[config.mk]
export PLATFORM = sky130hd
export DESIGN_NAME = tdm_demux4
export DESIGN_NICKNAME = d
export VERILOG_FILES = /design/src/rtl/tdm_demux4_pkg.sv /design/src/rtl/tdm_demux4_slot_tracker.sv /design/src/rtl/tdm_demux4.sv
export SDC_FILE = /design/constraint.sdc
export NUM_CORES = 1
export LEC_CHECK = 0
export CELL_PAD_IN_SITES_DETAIL_PLACEMENT = 1
export CELL_PAD_IN_SITES_GLOBAL_PLACEMENT = 1
export CORE_MARGIN = 4
export CORE_UTILIZATION = 37
export CTS_BUF_LIST = sky130_fd_sc_hd__clkbuf_16
export DETAILED_ROUTE_END_ITERATION = 10
export PLACE_DENSITY_LB_ADDON = 0.1
export RECOVER_POWER = 50
export SETUP_SLACK_MARGIN = 0.4
export SLEW_MARGIN = 20
export SYNTH_ARGS = -nofsm -noshare
export SYNTH_HDL_FRONTEND = slang
export SYNTH_SLANG_ARGS = --single-unit
[constraint.sdc]
create_clock -name clk -period 2.05 [get_ports clk]
set_input_delay 0.205 -clock clk [delete_from_list [all_inputs] [get_ports clk]]
set_output_delay 0.205 -clock clk [all_outputs]
set_load 0.02 [all_outputs]
[src/rtl/tdm_demux4_pkg.sv]
// Shared constants for the TDM 4-slot receive demultiplexer.
// State encodings, frame geometry and slot indices matching the mux select.
package tdm_demux4_pkg;

  localparam logic ST_HUNT   = 1'b0;
  localparam logic ST_LOCKED = 1'b1;

  localparam int NUM_SLOTS = 4;

  localparam logic [1:0] SLOT_A = 2'd0;
  localparam logic [1:0] SLOT_B = 2'd1;
  localparam logic [1:0] SLOT_C = 2'd2;
  localparam logic [1:0] SLOT_D = 2'd3;

  function automatic logic [1:0] next_sel(input logic [1:0] s);
    return (s == 2'(NUM_SLOTS - 1)) ? SLOT_A : s + 2'd1;
  endfunction

endpackage

[src/rtl/tdm_demux4_slot_tracker.sv]
// Frame-alignment FSM and slot counter for the TDM demultiplexer.
// Emits per-slot capture strobes plus discard/resync indications.
//
// state     | meaning
// ----------|---------------------------------------------------------
// ST_HUNT   | not aligned; valid samples dropped until one carries fsync
// ST_LOCKED | aligned; sel is the slot index of the next valid sample
module tdm_slot_tracker
  import tdm_demux4_pkg::*;
(
  input  logic       clk,
  input  logic       rst_n,
  input  logic       din_valid,
  input  logic       fsync,
  output logic       cap0,
  output logic       cap1,
  output logic       cap2,
  output logic       cap3,
  output logic       discard,
  output logic       resync,
  output logic       locked,
  output logic [1:0] sel,
  output logic       sync_err
);

  logic       state_q, state_d;
  logic [1:0] sel_q, sel_d;
  logic       sync_err_q, sync_err_d;

  always_comb begin
    state_d    = state_q;
    sel_d      = sel_q;
    sync_err_d = 1'b0;
    cap0       = 1'b0;
    cap1       = 1'b0;
    cap2       = 1'b0;
    cap3       = 1'b0;
    discard    = 1'b0;
    resync     = 1'b0;
    if (din_valid) begin
      if (state_q == ST_HUNT) begin
        if (fsync) begin
          cap0    = 1'b1;
          sel_d   = SLOT_B;
          state_d = ST_LOCKED;
        end else begin
          discard = 1'b1;
        end
      end else if (fsync) begin
        // fsync always restarts the frame; mid-frame it also flags misalignment
        cap0  = 1'b1;
        sel_d = SLOT_B;
        if (sel_q != SLOT_A) begin
          resync     = 1'b1;
          sync_err_d = 1'b1;
        end
      end else begin
        case (sel_q)
          SLOT_A: begin
            discard    = 1'b1;
            sync_err_d = 1'b1;
            state_d    = ST_HUNT;
            sel_d      = SLOT_A;
          end
          SLOT_B: begin
            cap1  = 1'b1;
            sel_d = next_sel(sel_q);
          end
          SLOT_C: begin
            cap2  = 1'b1;
            sel_d = next_sel(sel_q);
          end
          SLOT_D: begin
            cap3  = 1'b1;
            sel_d = next_sel(sel_q);
          end
        endcase
      end
    end
  end

  always_ff @(posedge clk or negedge rst_n) begin
    if (!rst_n) begin
      state_q    <= ST_HUNT;
      sel_q      <= SLOT_A;
      sync_err_q <= 1'b0;
    end else begin
      state_q    <= state_d;
      sel_q      <= sel_d;
      sync_err_q <= sync_err_d;
    end
  end

  assign locked   = (state_q == ST_LOCKED);
  assign sel      = sel_q;
  assign sync_err = sync_err_q;

endmodule

[src/rtl/tdm_demux4.sv]
// TDM 4-slot receive demultiplexer: shadows slots 0..2, then publishes
// all four channels atomically on the edge that accepts slot 3.
module tdm_demux4
  import tdm_demux4_pkg::*;
#(
  parameter int WIDTH = 1
) (
  input  logic             clk,
  input  logic             rst_n,
  input  logic [WIDTH-1:0] din,
  input  logic             din_valid,
  input  logic             fsync,
  output logic [WIDTH-1:0] a,
  output logic [WIDTH-1:0] b,
  output logic [WIDTH-1:0] c,
  output logic [WIDTH-1:0] d,
  output logic             frame_valid,
  output logic             locked,
  output logic [1:0]       sel,
  output logic             sync_err
);

  logic cap0, cap1, cap2, cap3, discard, resync;

  logic [WIDTH-1:0] sh0_q, sh0_d, sh1_q, sh1_d, sh2_q, sh2_d;
  logic [WIDTH-1:0] a_q, a_d, b_q, b_d, c_q, c_d, d_q, d_d;
  logic             frame_valid_q, frame_valid_d;

  tdm_slot_tracker u_tracker (
    .clk      (clk),
    .rst_n    (rst_n),
    .din_valid(din_valid),
    .fsync    (fsync),
    .cap0     (cap0),
    .cap1     (cap1),
    .cap2     (cap2),
    .cap3     (cap3),
    .discard  (discard),
    .resync   (resync),
    .locked   (locked),
    .sel      (sel),
    .sync_err (sync_err)
  );

  always_comb begin
    sh0_d         = sh0_q;
    sh1_d         = sh1_q;
    sh2_d         = sh2_q;
    a_d           = a_q;
    b_d           = b_q;
    c_d           = c_q;
    d_d           = d_q;
    frame_valid_d = 1'b0;
    // drop any partial frame so stale slots never leak into a later publish
    if (discard || resync) begin
      sh1_d = '0;
      sh2_d = '0;
    end
    if (cap0) sh0_d = din;
    if (cap1) sh1_d = din;
    if (cap2) sh2_d = din;
    if (cap3) begin
      a_d           = sh0_q;
      b_d           = sh1_q;
      c_d           = sh2_q;
      d_d           = din;
      frame_valid_d = 1'b1;
    end
  end

  always_ff @(posedge clk or negedge rst_n) begin
    if (!rst_n) begin
      sh0_q         <= '0;
      sh1_q         <= '0;
      sh2_q         <= '0;
      a_q           <= '0;
      b_q           <= '0;
      c_q           <= '0;
      d_q           <= '0;
      frame_valid_q <= 1'b0;
    end else begin
      sh0_q         <= sh0_d;
      sh1_q         <= sh1_d;
      sh2_q         <= sh2_d;
      a_q           <= a_d;
      b_q           <= b_d;
      c_q           <= c_d;
      d_q           <= d_d;
      frame_valid_q <= frame_valid_d;
    end
  end

  assign a           = a_q;
  assign b           = b_q;
  assign c           = c_q;
  assign d           = d_q;
  assign frame_valid = frame_valid_q;

endmodule

==> results.md, run 1 <==
- Status: completed
- Routability cong.: between 0.6 and 0.7
- Via density: approximately 5
- NumNets Final: 86
- Max reg flops: 2
- Slew Limit Headroom: 62.1%
- Pins Over Slew Limit: 0
- Final setup fails: 0
- Sequential cell area: 304 sq um
- Number of synthesized flops with an enable pin: 0
- WS Path Type: reg -> reg
- Post-DRT Antenna Nets: 0
- Synth cell types: 18
- Post-Route WL: about 1400 microns
- Area of the mapped netlist: approximately 630 sq um
- Max Fclk: between 600 and 700 MHz
- CTS tree: yes
- Number of fill cells: 168
- H-Tree Depth: 1
- Reg-to-reg startpoint: u_tracker.sel[1]
- Hold Path Class: in -> async
- Pin count of the biggest net entering global routing: 13
- Peak supply drop: about 0.61 mV
- Syn Nets: 66
- Ys Warns: 0
- Ys async rst share: 100%
- Area Overhead vs Synth: 37.8%
- Area of the multi-input gates: roughly 280 sq um
- Final Hold Viols: 0
- Avg Cell Area, Syn: roughly 12 sq um
- Max Cap Viol: 0
- Register-to-Register Path Depth: 7
- Placement Rows: 14
- Setup TNS: 0 ns
- Lkg Pwr: approximately 0.42 nW
- GRT Total Usage: 12.3%
- Worst-path cell with the longest stage delay: dfrtp_2
- Clock transition at path regs: roughly 0.04 ns
- Critical path startpoint: u_tracker.sel[1]
- Area of the core: between 0.0015 and 0.002 sq mm
- Hold_ws: around 0.41 ns
- Worst-path fanout max: 4
- Initial antenna violation count: 0
- Setup Skew: slightly below 0.003 ns
- Most frequent cells after synthesis: dfrtp_1, ha_1, inv_1, nand2_1
- Synth area leaders: dfrtp_1, ha_1, mux2_4
- Initial core utilization: between 40% and 50%
- Initial DRC count: 4
- Synth area leader: dfrtp_1
- Via count: 457
- Crit path DAT: 1.76 ns
- Chip width: just under 50 microns
- Final HPWL DP: just under 900 microns
- Diodes inserted: 0
- CTS buffer count: 3
- WP buf/inv: 2
- Main synth FF type: dfrtp_1
- Worst r2r dst: sh2_q
- Max stage delay on crit path: roughly 0.42 ns
- CTS Buffer Depth: 2
- DRC: 0
- Crit share post-route: approximately 80%
- Share of the synthesized area in the top cell type: 48.0%
- CTS Root Cell: clkbuf_16
- Die Ht: 49.1 microns
- CP Data Required Time: ~2.2 ns
- Reg2reg setup slack: between 0.4 and 0.5 ns
- Post-Synthesis Cells: 54
- Startpoint types: flip-flop
- IO Count: 14
- Clock latency on the worst-skew pair: roughly 0.23 ns
- Clock sinks: 12
- Minimum clock period: 1.60 ns
- Worst Tran Pin Value: roughly 0.57 ns
- Pre-Repair DR Iteration Count: 2
- Proportion of layout cells with a drive suffix above 1: 23.3%
- Pwr/cell area: 1410 mW/mm^2
- Routed len/inst: 15.9 microns
- First-pass GRT wire length: ~2300 microns
- CP Cell Sequence: inv_2 > ha_2 > inv_1 > ha_1 > or2b_1 > o221a_2 > o22ai_1
- Grt total ovfl: 0
- Flops & latches, synth: 12
- Vias in the first global route: between 400 and 500
- RSZ-0062 raised after global routing: no
- Crit end category: flip-flop
- CP delay by family, top: flip-flops
- Top-count cell post-synth: dfrtp_1
- Post-synthesis sequential area ratio: 48.0%
- PortBufs: 13
- Die area: ~0.0024 sq mm
worst max path at each step:
stage | end | slack (ns) | depth (start not counted)
CTS | sh1_q | 0.40 | 7
global placement | sh2_q | 0.41 | 5
global route | sh1_q | 0.40 | 7
floorplan | sh1_q | 0.46 | 7
finish | sh2_q | 0.45 | 7
detailed placement | sh1_q | 0.40 | 5
cells by family after synthesis:
kind of cell    after synthesis  share of synthesized area [%]
mux                           3                           7.20
simple gates                 13                           13.4
compound gates               11                           11.2
buf+inv                       8                           6.20
flops                        12                           48.0
fa+ha+maj                     7                           14.0
layer usage:
metal / routed length, microns / vias up / global-route usage, %
met5: 0 / - / 0
met4: 8 / 0 / 3.32
met3: 64 / 2 / 3.67
met2: 637 / 10 / 17.0
met1: 705 / 222 / 18.1
li1: - / 223 / -
what timing repair did:
action	4_1_cts	5_1_grt
hold buffers	0	0
setup buffers	0	3
resized for setup	5	2
endpoints found under the setup margin	3	2
cell type report:
| type | count | share of cell area (%) |
|---|---|---|
| clock inverter | 1 | 0.435 |
| clock buffer | 3 | 8.71 |
| sequential | 12 | 35.3 |
| inverter | 6 | 2.61 |
| tap | 16 | 2.32 |
| timing repair buffer | 17 | 18.1 |
| multi-input combinational | 34 | 32.5 |
through the flow:
step	total power [mW]	cell area [sq um]	setup slack, ns	std cells	utilization, %
CTS	1.19	851	0.401	86	54.6
global route	1.30	862	0.397	89	55.3
global placement	0.804	767	0.414	82	49.2
detailed placement	0.812	767	0.403	82	49.2
finish	1.22	862	0.448	89	55.3
floorplan	0.642	626	0.459	54	-
report_power, final:
part,total (mW),switching (mW),internal (mW)
sequential,0.389,0.0729,0.316
clock,0.351,0.0948,0.256
combinational,0.479,0.231,0.248
total,1.22,0.398,0.820
cells in the final DEF (no fill, tap or decap), types with 3 or more instances in the layout:
master           instances
clkdlybuf4s50_1         11
dfrtp_1                  9
clkbuf_16                3
o21ai_0                  3
nand4b_1                 3
ha_1                     6
dfrtp_2                  3
inv_1                    4
mux2_4                   3
buf_4                    3
nand2_1                  6
No activity file was read; power rests on OpenSTA's default activity.
==> run 2: changes to the inputs <==
==> constraint.sdc (replaced) <==
create_clock -name clk -period 1.6 [get_ports clk]
set_input_delay 0.16 -clock clk [delete_from_list [all_inputs] [get_ports clk]]
set_output_delay 0.16 -clock clk [all_outputs]
set_load 0.02 [all_outputs]
==> run 2 against run 1 <==
Design area is 14% higher. Count of clock-buffer cells in the layout stayed put. Critical path depth is 2 lower. Wire length is 11% higher. Setup slack worse by 0.34 ns. Clock skew is 0.0020 ns higher. Utilization is 7.6 points higher. Sequential share of layout area is 4.4 points lower. Largest power group unchanged. Highest routed layer is now met3.
==> results.md, run 2 (synthesis results as in run 1) <==
- Minimum clock period: around 1.5 ns
- Slew Limit Headroom: 61.1% (was 62.1%)
- Register-to-Register Path Depth: 7 (unchanged)
- WS Path Type: in -> reg (was reg -> reg)
- Peak supply drop: 0.882 mV (was 0.615 mV)
- Commonest non-fill, non-tap cells in the layout: dfrtp_1, buf_4, dlygate4sd2_1 (was clkdlybuf4s50_1, dfrtp_1, nand2_1, ha_1, inv_1)
- CP delay by family, top: buffers and inverters (was flip-flops)
- Final Util: 62.9% (was 55.3%)
- Max reg flops: 2 (unchanged)
- Startpoint types: input pin (was flip-flop)
- WP buf/inv: 2 (unchanged)
- Routability cong.: 0.715 (was 0.672)
- CP Cell Sequence: clkdlybuf4s50_1 > clkbuf_1 > nand4b_1 > nand2_1 > o22ai_2 (was inv_2 > ha_2 > inv_1 > ha_1 > or2b_1 > o221a_2 > o22ai_1)
- NumNets Final: 95 (was 86)
- CTS tree: yes (unchanged)
- Worst-path cell with the longest stage delay: clkdlybuf4s50_1 (was dfrtp_2)
- Routed len/inst: 16.0 microns (was 15.9 microns)
- IO Count: 14 (unchanged)
- Pins Over Slew Limit: 0 (unchanged)
- Reg-to-reg startpoint: u_tracker.sel[0] (was u_tracker.sel[1])
- Crit end category: flip-flop (unchanged)
- Most common cell after layout, fill and taps aside: dfrtp_1 (was clkdlybuf4s50_1)
- GRT Total Usage: 13.4% (was 12.3%)
- Dpl ws: 0.0959 ns (was 0.403 ns)
- CTS buffer count: 3 (unchanged)
- Die Ht: 49.1 microns (unchanged)
- Die area: 0.00241 sq mm (unchanged)
- Setup Skew: 0.00489 ns (was 0.00293 ns)
- Lkg Pwr: 0.504 nW (was 0.416 nW)
- Clock latency on the worst-skew pair: 0.24 ns (was 0.23 ns)
- Setup slack after layout: 0.104 ns (was 0.448 ns)
- Max stage delay on crit path: 0.52 ns (was 0.42 ns)
- Proportion of layout cells with a drive suffix above 1: 39.0% (was 23.3%)
- Area of the core: 0.00156 sq mm (unchanged)
- Initial antenna violation count: 0 (unchanged)
- Hold Path Class: in -> async (unchanged)
- Crit path DAT: 1.60 ns (was 1.76 ns)
- CTS Buffer Depth: 2 (unchanged)
- Clock sinks: 12 (unchanged)
- Area Overhead vs Synth: 56.8% (was 37.8%)
- Grt total ovfl: 0 (unchanged)
- Pwr/cell area: 1740 mW/mm^2 (was 1410 mW/mm^2)
- Initial DRC count: 0 (was 4)
- CTS Root Cell: clkbuf_16 (unchanged)
- Final setup fails: 0 (unchanged)
- Clock transition at path regs: 0.04 ns (about the same)
- DRC: 0 (unchanged)
- Worst r2r dst: sh1_q (was sh2_q)
- Max Fclk: roughly 670 MHz
- Post-DRT Antenna Nets: 0 (unchanged)
- Pin count of the biggest net entering global routing: 13 (unchanged)
- Post-Route WL: 1560 microns (was 1420 microns)
- Status: completed (unchanged)
- Vias in the first global route: 524 (was 442)
- Final HPWL DP: 1040 microns (was 891 microns)
- Pre-Repair DR Iteration Count: 1 (was 2)
- Chip width: 49.1 microns (unchanged)
- Via density: 5.11 (was 5.13)
- Crit share post-route: roughly 94%
- H-Tree Depth: 1 (unchanged)
- Reg2reg setup slack: 0.15 ns (was 0.45 ns)
- Max Cap Viol: 0 (unchanged)
- Initial core utilization: 40.1% (unchanged)
- Non-filler cells, final: 98 (was 89)
- Via count: 501 (was 457)
- PortBufs: 13 (unchanged)
- Worst Tran Pin Value: 0.582 ns (was 0.567 ns)
- Setup TNS: 0 ns (unchanged)
- Final Hold Viols: 0 (unchanged)
- Placement Rows: 14 (unchanged)
- CP Data Required Time: 1.71 ns (was 2.21 ns)
- Diodes inserted: 0 (unchanged)
- Worst-path fanout max: 10 (was 4)
- Dpl cells: 86 (was 82)
- First-pass GRT wire length: 2570 microns (was 2290 microns)
- RSZ-0062 raised after global routing: yes (was no)
-- run 2: cell types whose count changed in the layout (fill, tap and decap cells not counted), moves of 2 or more --
| cell | delta |
|---|---|
| ha_4 | +3 |
| buf_6 | +4 |
| clkdlybuf4s50_1 | -9 |
| ha_1 | -2 |
| dlygate4sd2_1 | +7 |
| buf_4 | +6 |
-- run 2: what timing repair did --
item                       CTS  global route
setup buffers                5             3
pin swaps                    1             0
hold buffers                 0             0
gates resized for setup     23             7
setup endpoints to repair   14             8
-- run 2: routing by layer --
| layer | vias up | GRT usage, % | share of wire, % | wire (microns) |
|---|---|---|---|---|
| met2 | 11 | 22.3 | 47 | 734 |
| met1 | 246 | 18.6 | 49 | 763 |
| li1 | 244 | - | - | - |
| met4 | 0 | 1.42 | 0 | 0 |
| met5 | - | 0 | 0 | 0 |
| met3 | 0 | 2.45 | 4.2 | 65 |
-- run 2: where the power goes --
part,internal (mW),switching (mW)
registers,0.403,0.0656
clock network,0.328,0.122
logic,0.396,0.388
-- run 2: worst max-delay path by stage --
stage	start	endpoint	slack (ns)	depth (start not counted)
2_1_floorplan	u_tracker.sel[0]	sh1_q	0.11	7
3_3_place_gp	fsync	sh2_q	0.12	5
3_5_place_dp	fsync	sh1_q	0.1	5
4_1_cts	u_tracker.sel[1]	sh1_q	0.15	7
5_1_grt	din_valid	sh1_q	0.02	5
6_report	din_valid	sh1_q	0.10	5
-- run 2: final cells by class --
type / instances / area (sq um)
fillers: 164 / 578
multi-input cells: 34 / 339
flip-flops and latches: 12 / 303
repair buffers: 26 / 218
clock buffers: 3 / 75.1
inverters: 6 / 22.5
well taps: 16 / 20.0
clock inverters: 1 / 3.75
-- run 2: metrics by stage --
step / instance area [sq um] / power, mW / hold WS (ns)
2_1_floorplan: 641 / 0.849 / -0.136
3_3_place_gp: 812 / 1.11 / 0.473
3_5_place_dp: 812 / 1.13 / 0.484
4_1_cts: 941 / 1.64 / 0.312
5_1_grt: 981 / 1.83 / 0.412
6_report: 981 / 1.70 / 0.366
-- run 2: worst register-to-register path, cell delays in order, from the launching register on --
cell and delay, ns:
dfrtp_2 0.40, inv_2 0.08, ha_4 0.14, inv_2 0.04
ha_4 0.14, or2b_1 0.23, o221a_4 0.23, o22ai_2 0.10
